==> src/rtl/bcd_entry_buffer_if.sv <==
// Keypad/ALU/result bus for bcd_entry_buffer.
// The slave side is the buffer. The master side is the keypad, the ALU and the result source.
interface bcd_entry_buffer_if #(
   parameter int NUM_DIGITS = 4
) ();
   localparam int CW = $clog2(NUM_DIGITS + 1);

   logic                         key_valid;
   logic [4:0]                   key_code;
   logic                         key_ready;

   logic [NUM_DIGITS-1:0][3:0]   digits;
   logic                         negative;
   logic [CW-1:0]                digit_count;
   logic                         full;

   logic                         op_valid;
   logic                         op_ready;
   logic [3:0]                   op_code;
   logic [NUM_DIGITS-1:0][3:0]   op_digits;
   logic                         op_negative;

   logic                         res_load;
   logic [NUM_DIGITS-1:0][3:0]   res_digits;
   logic                         res_negative;

   modport slave (
      input  key_valid, key_code, op_ready, res_load, res_digits, res_negative,
      output key_ready, digits, negative, digit_count, full,
             op_valid, op_code, op_digits, op_negative
   );

   modport master (
      output key_valid, key_code, op_ready, res_load, res_digits, res_negative,
      input  key_ready, digits, negative, digit_count, full,
             op_valid, op_code, op_digits, op_negative
   );
endinterface

==> src/rtl/bcd_entry_buffer.sv <==
// Signed BCD operand entry from keypad events. The finished operand and operator
// are handed to the ALU over a valid/ready handshake, and ALU results can be loaded back for display.
module bcd_digit_slot #(
   parameter bit IS_LSD = 1'b0
) (
   input  logic [2:0] sel,
   input  logic [3:0] cur,
   input  logic [3:0] lower,
   input  logic [3:0] upper,
   input  logic [3:0] ld,
   output logic [3:0] nxt
);
   localparam logic [2:0] SL_KEEP = 3'd0, SL_ZERO = 3'd1, SL_SET = 3'd2,
                          SL_SHL  = 3'd3, SL_SHR  = 3'd4, SL_LOAD = 3'd5;

   // The LSD slot sees the key digit on its "lower" neighbour input.
   always_comb begin
      nxt = cur;
      case (sel)
         SL_ZERO: nxt = 4'd0;
         SL_SET:  nxt = IS_LSD ? lower : 4'd0;
         SL_SHL:  nxt = lower;
         SL_SHR:  nxt = upper;
         SL_LOAD: nxt = ld;
         default: nxt = cur;
      endcase
   end
endmodule

module bcd_entry_buffer #(
   parameter int NUM_DIGITS  = 4,
   parameter bit SUPPRESS_LZ = 1'b1
) (
   input  logic              clk,
   input  logic              rst_n,
   bcd_entry_buffer_if.slave bus
);
   localparam int CW = $clog2(NUM_DIGITS + 1);

   localparam logic [1:0] S_EMPTY   = 2'd0;
   localparam logic [1:0] S_ENTRY   = 2'd1;
   localparam logic [1:0] S_PENDING = 2'd2;

   localparam logic [2:0] SL_KEEP = 3'd0, SL_ZERO = 3'd1, SL_SET = 3'd2,
                          SL_SHL  = 3'd3, SL_SHR  = 3'd4, SL_LOAD = 3'd5;

   logic [1:0]                 state, state_d;
   logic [NUM_DIGITS-1:0][3:0] dig_q, dig_d;
   logic [NUM_DIGITS-1:0][3:0] lower_nb, upper_nb;
   logic                       neg_q, neg_d;
   logic [CW-1:0]              cnt_q, cnt_d;
   logic                       hold_q, hold_d;
   logic                       opv_q, opv_d;
   logic [3:0]                 opc_q, opc_d;
   logic [NUM_DIGITS-1:0][3:0] opd_q, opd_d;
   logic                       opn_q, opn_d;
   logic [2:0]                 dsel;
   logic [3:0]                 key_d;
   logic                       full_w;
   logic                       is_digit, is_op;

   assign key_d    = bus.key_code[3:0];
   assign full_w   = (cnt_q == CW'(NUM_DIGITS));
   assign is_digit = (bus.key_code <= 5'd9);
   assign is_op    = (bus.key_code >= 5'd10) && (bus.key_code <= 5'd14);

   genvar i;
   generate
      for (i = 0; i < NUM_DIGITS; i++) begin : g_slot
         if (i == 0) begin : g_lsd
            assign lower_nb[i] = key_d;
         end else begin : g_mid
            assign lower_nb[i] = dig_q[i-1];
         end
         if (i == NUM_DIGITS - 1) begin : g_msd
            assign upper_nb[i] = 4'd0;
         end else begin : g_low
            assign upper_nb[i] = dig_q[i+1];
         end
         bcd_digit_slot #(.IS_LSD(i == 0)) u_slot (
            .sel   (dsel),
            .cur   (dig_q[i]),
            .lower (lower_nb[i]),
            .upper (upper_nb[i]),
            .ld    (bus.res_digits[i]),
            .nxt   (dig_d[i])
         );
      end
   endgenerate

   // Result load outranks any key in the same cycle, so the key is refused outright.
   assign bus.key_ready = (state != S_PENDING) && !bus.res_load;

   always_comb begin
      dsel    = SL_KEEP;
      state_d = state;
      neg_d   = neg_q;
      cnt_d   = cnt_q;
      hold_d  = hold_q;
      opv_d   = opv_q;
      opc_d   = opc_q;
      opd_d   = opd_q;
      opn_d   = opn_q;
      if (state == S_PENDING) begin
         if (bus.op_ready) begin
            opv_d   = 1'b0;
            state_d = S_EMPTY;
         end
      end else if (bus.res_load) begin
         dsel    = SL_LOAD;
         neg_d   = bus.res_negative;
         cnt_d   = '0;
         hold_d  = 1'b1;
         state_d = S_EMPTY;
      end else if (bus.key_valid) begin
         if (is_digit) begin
            if (state == S_EMPTY) begin
               // A shown result or operand is cleared only when the first digit really lands.
               if (!(SUPPRESS_LZ && key_d == 4'd0)) begin
                  dsel    = SL_SET;
                  neg_d   = hold_q ? 1'b0 : neg_q;
                  cnt_d   = CW'(1);
                  hold_d  = 1'b0;
                  state_d = S_ENTRY;
               end
            end else if (!full_w) begin
               dsel  = SL_SHL;
               cnt_d = cnt_q + CW'(1);
            end
         end else if (is_op) begin
            opd_d   = dig_q;
            opn_d   = neg_q;
            opc_d   = 4'(bus.key_code - 5'd10);
            opv_d   = 1'b1;
            hold_d  = 1'b1;
            cnt_d   = '0;
            state_d = S_PENDING;
         end else if (bus.key_code == 5'd15) begin
            dsel    = SL_ZERO;
            neg_d   = 1'b0;
            cnt_d   = '0;
            hold_d  = 1'b0;
            opc_d   = 4'd0;
            state_d = S_EMPTY;
         end else if (bus.key_code == 5'd16) begin
            if (state == S_ENTRY) begin
               dsel  = SL_SHR;
               cnt_d = cnt_q - CW'(1);
               if (cnt_q == CW'(1)) begin
                  neg_d   = 1'b0;
                  state_d = S_EMPTY;
               end
            end
         end else if (bus.key_code == 5'd17) begin
            neg_d = !neg_q;
         end
      end
   end

   always_ff @(posedge clk or negedge rst_n) begin
      if (!rst_n) begin
         state  <= S_EMPTY;
         dig_q  <= '0;
         neg_q  <= 1'b0;
         cnt_q  <= '0;
         hold_q <= 1'b0;
         opv_q  <= 1'b0;
         opc_q  <= 4'd0;
         opd_q  <= '0;
         opn_q  <= 1'b0;
      end else begin
         state  <= state_d;
         dig_q  <= dig_d;
         neg_q  <= neg_d;
         cnt_q  <= cnt_d;
         hold_q <= hold_d;
         opv_q  <= opv_d;
         opc_q  <= opc_d;
         opd_q  <= opd_d;
         opn_q  <= opn_d;
      end
   end

   assign bus.digits      = dig_q;
   assign bus.negative    = neg_q;
   assign bus.digit_count = cnt_q;
   assign bus.full        = full_w;
   assign bus.op_valid    = opv_q;
   assign bus.op_code     = opc_q;
   assign bus.op_digits   = opd_q;
   assign bus.op_negative = opn_q;
endmodule

==> src/flat_wrapper.sv <==
// flat-port wrapper written by rule: the top's interface ports become plain ports
module bcd_entry_buffer_flat 
#(
   parameter int NUM_DIGITS  = 4,
   parameter bit SUPPRESS_LZ = 1'b1
)
  (clk, rst_n, bus_key_valid, bus_key_code, bus_op_ready, bus_res_load, bus_res_digits, bus_res_negative, bus_key_ready, bus_digits, bus_negative, bus_digit_count, bus_full, bus_op_valid, bus_op_code, bus_op_digits, bus_op_negative);
  bcd_entry_buffer_if #(.NUM_DIGITS(NUM_DIGITS)) bus_i ();
  input  logic clk;
  input  logic rst_n;
  input wire logic [$bits(bus_i.key_valid)-1:0] bus_key_valid;
  input wire logic [$bits(bus_i.key_code)-1:0] bus_key_code;
  input wire logic [$bits(bus_i.op_ready)-1:0] bus_op_ready;
  input wire logic [$bits(bus_i.res_load)-1:0] bus_res_load;
  input wire logic [$bits(bus_i.res_digits)-1:0] bus_res_digits;
  input wire logic [$bits(bus_i.res_negative)-1:0] bus_res_negative;
  output wire logic [$bits(bus_i.key_ready)-1:0] bus_key_ready;
  output wire logic [$bits(bus_i.digits)-1:0] bus_digits;
  output wire logic [$bits(bus_i.negative)-1:0] bus_negative;
  output wire logic [$bits(bus_i.digit_count)-1:0] bus_digit_count;
  output wire logic [$bits(bus_i.full)-1:0] bus_full;
  output wire logic [$bits(bus_i.op_valid)-1:0] bus_op_valid;
  output wire logic [$bits(bus_i.op_code)-1:0] bus_op_code;
  output wire logic [$bits(bus_i.op_digits)-1:0] bus_op_digits;
  output wire logic [$bits(bus_i.op_negative)-1:0] bus_op_negative;
  assign bus_i.key_valid = bus_key_valid;
  assign bus_i.key_code = bus_key_code;
  assign bus_i.op_ready = bus_op_ready;
  assign bus_i.res_load = bus_res_load;
  assign bus_i.res_digits = bus_res_digits;
  assign bus_i.res_negative = bus_res_negative;
  assign bus_key_ready = bus_i.key_ready;
  assign bus_digits = bus_i.digits;
  assign bus_negative = bus_i.negative;
  assign bus_digit_count = bus_i.digit_count;
  assign bus_full = bus_i.full;
  assign bus_op_valid = bus_i.op_valid;
  assign bus_op_code = bus_i.op_code;
  assign bus_op_digits = bus_i.op_digits;
  assign bus_op_negative = bus_i.op_negative;
  bcd_entry_buffer #(.NUM_DIGITS(NUM_DIGITS), .SUPPRESS_LZ(SUPPRESS_LZ)) u_core (.clk(clk), .rst_n(rst_n), .bus(bus_i));
endmodule
==> config.mk <==
export PLATFORM = sky130hd
export DESIGN_NAME = bcd_entry_buffer_flat
export DESIGN_NICKNAME = d
export VERILOG_FILES = /design/src/rtl/bcd_entry_buffer_if.sv /design/src/rtl/bcd_entry_buffer.sv /design/src/flat_wrapper.sv
export SDC_FILE = /design/constraint.sdc
export NUM_CORES = 1
export LEC_CHECK = 0
export BUFFER_PORTS_ARGS = -buffer_cell sky130_fd_sc_hd__buf_2
export CORE_ASPECT_RATIO = 1.5
export CORE_UTILIZATION = 30
export CTS_CLUSTER_SIZE = 28
export DETAILED_ROUTE_END_ITERATION = 10
export GPL_TIMING_DRIVEN = 1
export PLACE_DENSITY = 0.62
export SETUP_SLACK_MARGIN = 0.2
export SLEW_MARGIN = 10
export SYNTH_ARGS = -nofsm -noshare
export SYNTH_HDL_FRONTEND = slang
export SYNTH_HIERARCHICAL = 1
export SYNTH_SLANG_ARGS = --single-unit
export TNS_END_PERCENT = 20
==> constraint.sdc <==
create_clock -name clk -period 3.4 [get_ports clk]
set_clock_uncertainty 0.15 [all_clocks]
set_input_delay 0.34 -clock clk [delete_from_list [all_inputs] [get_ports clk]]
set_output_delay 0.34 -clock clk [all_outputs]
set_load 0.05 [all_outputs]
=== After elaboration in Yosys (flattened, before gate mapping) ===
Index checks and enable logic that the tools add are counted.

* Bits in registers: 45
* Latch bits: 0
* RAM bits: 0
* Memory bits (read-only): 0
* Input port bits: 27
* Output and inout bits: 44
* Logic and storage cells: 145
* Memories: 0

* $add $sub $neg: 3
* Multiply operators: 0
* Divide/modulo/power cells: 0
* Order comparisons: 3
* Equality and inequality tests: 26
* Shift-type cells: 0
* Multiplexer cells: 64
* Bitwise logic cells: 3
* Reductions and logical operators: 31

{| class="wikitable"
|+ Operators with widths
! kind !! number
|-
| two-way mux 3 bit || 19
|-
| case mux 4 bit (4 select lines) || 3
|-
| two-way mux 2 bit || 14
|-
| two-way mux 1 bit || 25
|-
| AND reduction 5 bit || 4
|-
| nonzero test 6 bit || 3
|-
| inequality test 4 bit, second input constant || 4
|-
| nonzero test 5 bit || 3
|-
| case mux 4 bit (3 select lines) || 1
|-
| nonzero test 4 bit || 3
|-
| == test 5 bit, second input constant || 2
|-
| <= comparator 5 x 4 -> 1 bit, second input constant || 2
|-
| inequality test 5 x 3 -> 1 bit, second input constant || 2
|-
| == test 3 bit, second input constant || 3
|-
| AND reduction 9 bit || 1
|-
| two-way mux 4 bit || 2
|-
| nonzero test 2 bit || 4
|-
| AND reduction 7 bit || 1
|-
| == test 3 x 1 -> 1 bit, second input constant || 2
|-
| == test 3 x 2 -> 1 bit, second input constant || 2
|-
| inequality test 2 bit, second input constant || 3
|-
| inequality test 3 x 2 -> 1 bit, second input constant || 2
|-
| inequality test 3 bit, second input constant || 2
|-
| AND reduction 6 bit || 1
|-
| 16 further kinds || 22
|}

=== Depth between registers and ports, before layout ===
* Depth in word-level cells: 12
* Mapped depth: 11
* Gate-level depth less buffers: 9

=== Hierarchy ===
The synthesis kept the hierarchy.

{| class="wikitable"
|+ By module, submodules not included
! module !! times used !! cells each !! area each (um^2) !! sequential area each (um^2)
|-
| bcd_entry_buffer || 1 || 166 || 2,074.5 || 1,126.1
|-
| bcd_digit_slot (u_core.g_slot[1].u_slot ...) || 3 || 25 || 187.7 || 0.0
|-
| bcd_digit_slot (u_core.g_slot[0].u_slot) || 1 || 13 || 196.4 || 0.0
|}

=== Worst setup path before layout ===
No wires, ideal clock.

* Path kind: flip-flop to flip-flop
* Start point: reg u_core.state[1]
* End point: reg u_core.dig_q, in the netlist u_core/bus.digits[11]
* Setup time: 0.124 ns
* Data arrival time: 3.091 ns
* Data required time: 3.126 ns
* Slack: 0.035 ns
* Cell stages (with the launch flop): 8
* Path buffers: 0
* Clock period less this slack: 3.365 ns
* Cells stage by stage: dfrtp_1 > nor2b_1 > nor2_1 > nand2_1 > nor2_1 > nor2_1 > a32oi_1 > a2bb2oi_1

{| class="wikitable"
|+ RTL lines
! element !! RTL line !! source
|-
| from (decl) || bcd_entry_buffer.sv:47 || <nowiki>logic [1:0] state, state_d;</nowiki>
|-
| from (signal assigned) || bcd_entry_buffer.sv:172 || <nowiki>state <= state_d;</nowiki>
|-
| to (signal assigned) || bcd_entry_buffer.sv:173 || <nowiki>dig_q <= dig_d;</nowiki>
|-
| to (decl) || bcd_entry_buffer.sv:48 || <nowiki>logic [NUM_DIGITS-1:0][3:0] dig_q, dig_d;</nowiki>
|}

==> flow_metrics.tcl <==
set metrics [dict create \
    synth_largest_area_cell "dfrtp_1" \
    max_freq_ghz 0.342 \
    final_cells 444 \
    async_flop_share_pct 100 \
    htree_num_levels 2 \
    path_cells "buf_2, inv_1, ha_1, or2b_4, a31o_1, o32a_1, o21ai_2, buf_4, buf_4, nor2_1, a32oi_1, a2bb2oi_1" \
    track_usage_pct 16.7 \
    layout_common_cells "70 x buf_2, 45 x dfrtp_1, 23 x nand2_1" \
    die_h_um 121 \
    status "finished, final reports clean" \
    synth_area_um2 2830 \
    gp_congestion 0.924 \
    start_kind "input port" \
    path_max_fanout 29 \
    avgSynthCellArea_um2 11.2 \
    timing.final.max_slew_violations 0 \
    final-seq-area_um2 1130 \
    initial_core_util_pct 30.8 \
    routed_via_density 5.20 \
    cp_num_cells 12 \
    cts_resized 0 \
    yosysUniqueCellTypes 61 \
    yosysSeqAreaShare_pct 39.7 \
    synth_edf_count 0 \
    vias 2310 \
    first_pass_iters 4 \
    p_leak_nw 1.65 \
    post_cts_buffers 0 \
    synth-main-ff-cell "dfrtp_1" \
    gr-total-overflow 0 \
    insertedDiodeCount 0 \
    max_slew.worst_pin.slew_ns 0.997 \
    placedCellCount 436 \
    first_global_vias 2341 \
    fp-row-count 43 \
    grt_max_degree 47 \
    path_clk_slew_ns 0.06 \
    cp.buffers_inverters 4 \
    drv_cap 0 \
    grt_pass1_wl_mm 12.3 \
    synthCells 254 \
    fin_crit_sh_pct 85.9 \
    cpMaxStageDelayCell "o32a_1" \
    clk_latency_ns 0.29 \
    timing.final.crit_period_ns 2.92 \
    cts.sinks 45 \
    ys_ff_latch 45 \
    dr.first_iter.drc_count 118 \
    holdWs_ns 0.0695 \
    place_ws_ns 0.173 \
    die_area_um2 9850 \
    synthDominantCellAreaShare_pct 39.7 \
    fin_setup_tns_ns 0 \
    wl_per_cell_um 17.1 \
    die_w_um 81.4 \
    cts.path.max_buffers 2 \
    crit_family "compound AO/OA/AOI/OAI gates" \
    wl_mm 7.61 \
    place_hpwl_mm 5.73 \
    rr_worst_depth 10 \
    cts_root_buf "clkbuf_16" \
    layout_commonest_cell "buf_2" \
    antenna_found_initial 0 \
    multi_input_area_um2 1600 \
    portBuffers 70 \
    cp_common_cell "buf_4" \
    p_per_area_nw_per_um2 622 \
    io-pin-count 71 \
    rrSetupSlack_ns 0.76 \
    cp.arrival_ns 2.94 \
    cts-buffers-inserted 5 \
    slowest_delay_ns 0.37 \
    hold_viol_final 0 \
    drive_gt1_share_pct 43.7 \
    setup_ws_ns 0.478 \
    ys_warn_count 6 \
    hp-class "in2async" \
    worstPathRequired_ns 3.42 \
    cts_hold_buf 0 \
    crit_type "in2reg" \
    area_growth_pct 22.2 \
    coreArea_um2 9200 \
    final_antenna_net_count 0 \
    route.detailed.drc 0 \
    synth_area_leaders "dfrtp_1 40%, mux2_2 6.8%, a2bb2oi_1 4.0%" \
    cts_tree "done" \
    nFillCells 907 \
    end_kind "flop" \
    peakVddDrop_mv 0.260 \
    setup_viol 0 \
    slew_headroom_pct 33.5 \
    final_nets 364 \
    finalPower_mw 2.15 \
    rsz0062_at_grt "false" \
]
-- per-layer routing --
metal,global-route usage (%),part of all wire (%),vias to the layer above
met5,0,0,-
met4,6.03,2.4,0
met3,2.86,3.7,12
met2,28.9,52,51
met1,20.3,42,1136
li1,-,-,1111
-- final cells by class --
class | count | share of cell area (%)
clock buffer | 7 | 3.83
sequential | 45 | 32.5
timing repair buffer | 79 | 12.4
multi-input combinational | 194 | 46.3
inverter | 6 | 0.650
tap | 112 | 4.05
clock inverter | 1 | 0.217
-- where the power goes --
part           switching (mW)  internal (mW)
combinational           0.640          0.282
sequential              0.103          0.657
clock                   0.198          0.273
-- sequential cells by signal, indices dropped and copies added, names as in the netlist, 2 cells and up --
signal / cells
u_core/bus.op_code: 4
u_core/bus.op_digits: 16
u_core/bus.digit_count: 3
u_core/state: 2
u_core/bus.digits: 16
-- logic make-up (layout without fill, tap and decap cells) --
group / count (synthesis) / count (layout) / synth area share (%)
xor gates and xnor gates: 2 / 2 / 0.618
muxes: 27 / 27 / 12.8
AOI/OAI and AO/OA: 66 / 66 / 20.2
other: 1 / 4 / 0.132
adders and majority gates: 6 / 6 / 2.65
DFF: 45 / 45 / 39.7
and+or+nand+nor: 89 / 89 / 19.3
buffers and inverters: 18 / 93 / 4.50
-- final timing paths --
kind,endpoint,start
worst max-delay path,u_core/bus.digits[5]$_DFF_PN0_,bus_key_code[2]
worst min-delay path,u_core/bus.op_digits[11]$_DFFE_PN0P_,rst_n
worst max register to register,u_core/bus.digits[5]$_DFF_PN0_,u_core/bus.digit_count[0]$_DFFE_PN0P_
worst min register to register,u_core/bus.op_code[3]$_DFFE_PN0P_,u_core/bus.op_code[3]$_DFFE_PN0P_
max in group asynchronous,u_core/state[0]$_DFFE_PN0P_,rst_n
min in group clk,u_core/bus.op_valid$_DFFE_PN0P_,bus_op_ready
-- cell usage after synthesis, types with 3 or more instances --
master,number
clkbuf_2,3
a21oi_2,3
a22o_1,3
nor3_1,5
nor3_2,4
and2b_2,4
nand3_1,3
mux4_2,4
ha_1,6
or2b_1,12
nor2_1,14
a32oi_1,12
nand2_1,23
inv_1,6
dfrtp_1,45
o21ai_0,4
mux2_4,4
a21o_1,3
buf_6,5
a21o_2,9
a2bb2oi_1,13
mux2_2,17
-- per-stage QoR --
stage | util (%) | area [um^2]
2_1_floorplan | - | 2850
3_3_place_gp | 36.1 | 3320
3_5_place_dp | 36.1 | 3320
4_1_cts | 37.6 | 3460
5_1_grt | 37.6 | 3460
6_report | 37.6 | 3460
No activity file was read; power rests on OpenSTA's default activity.
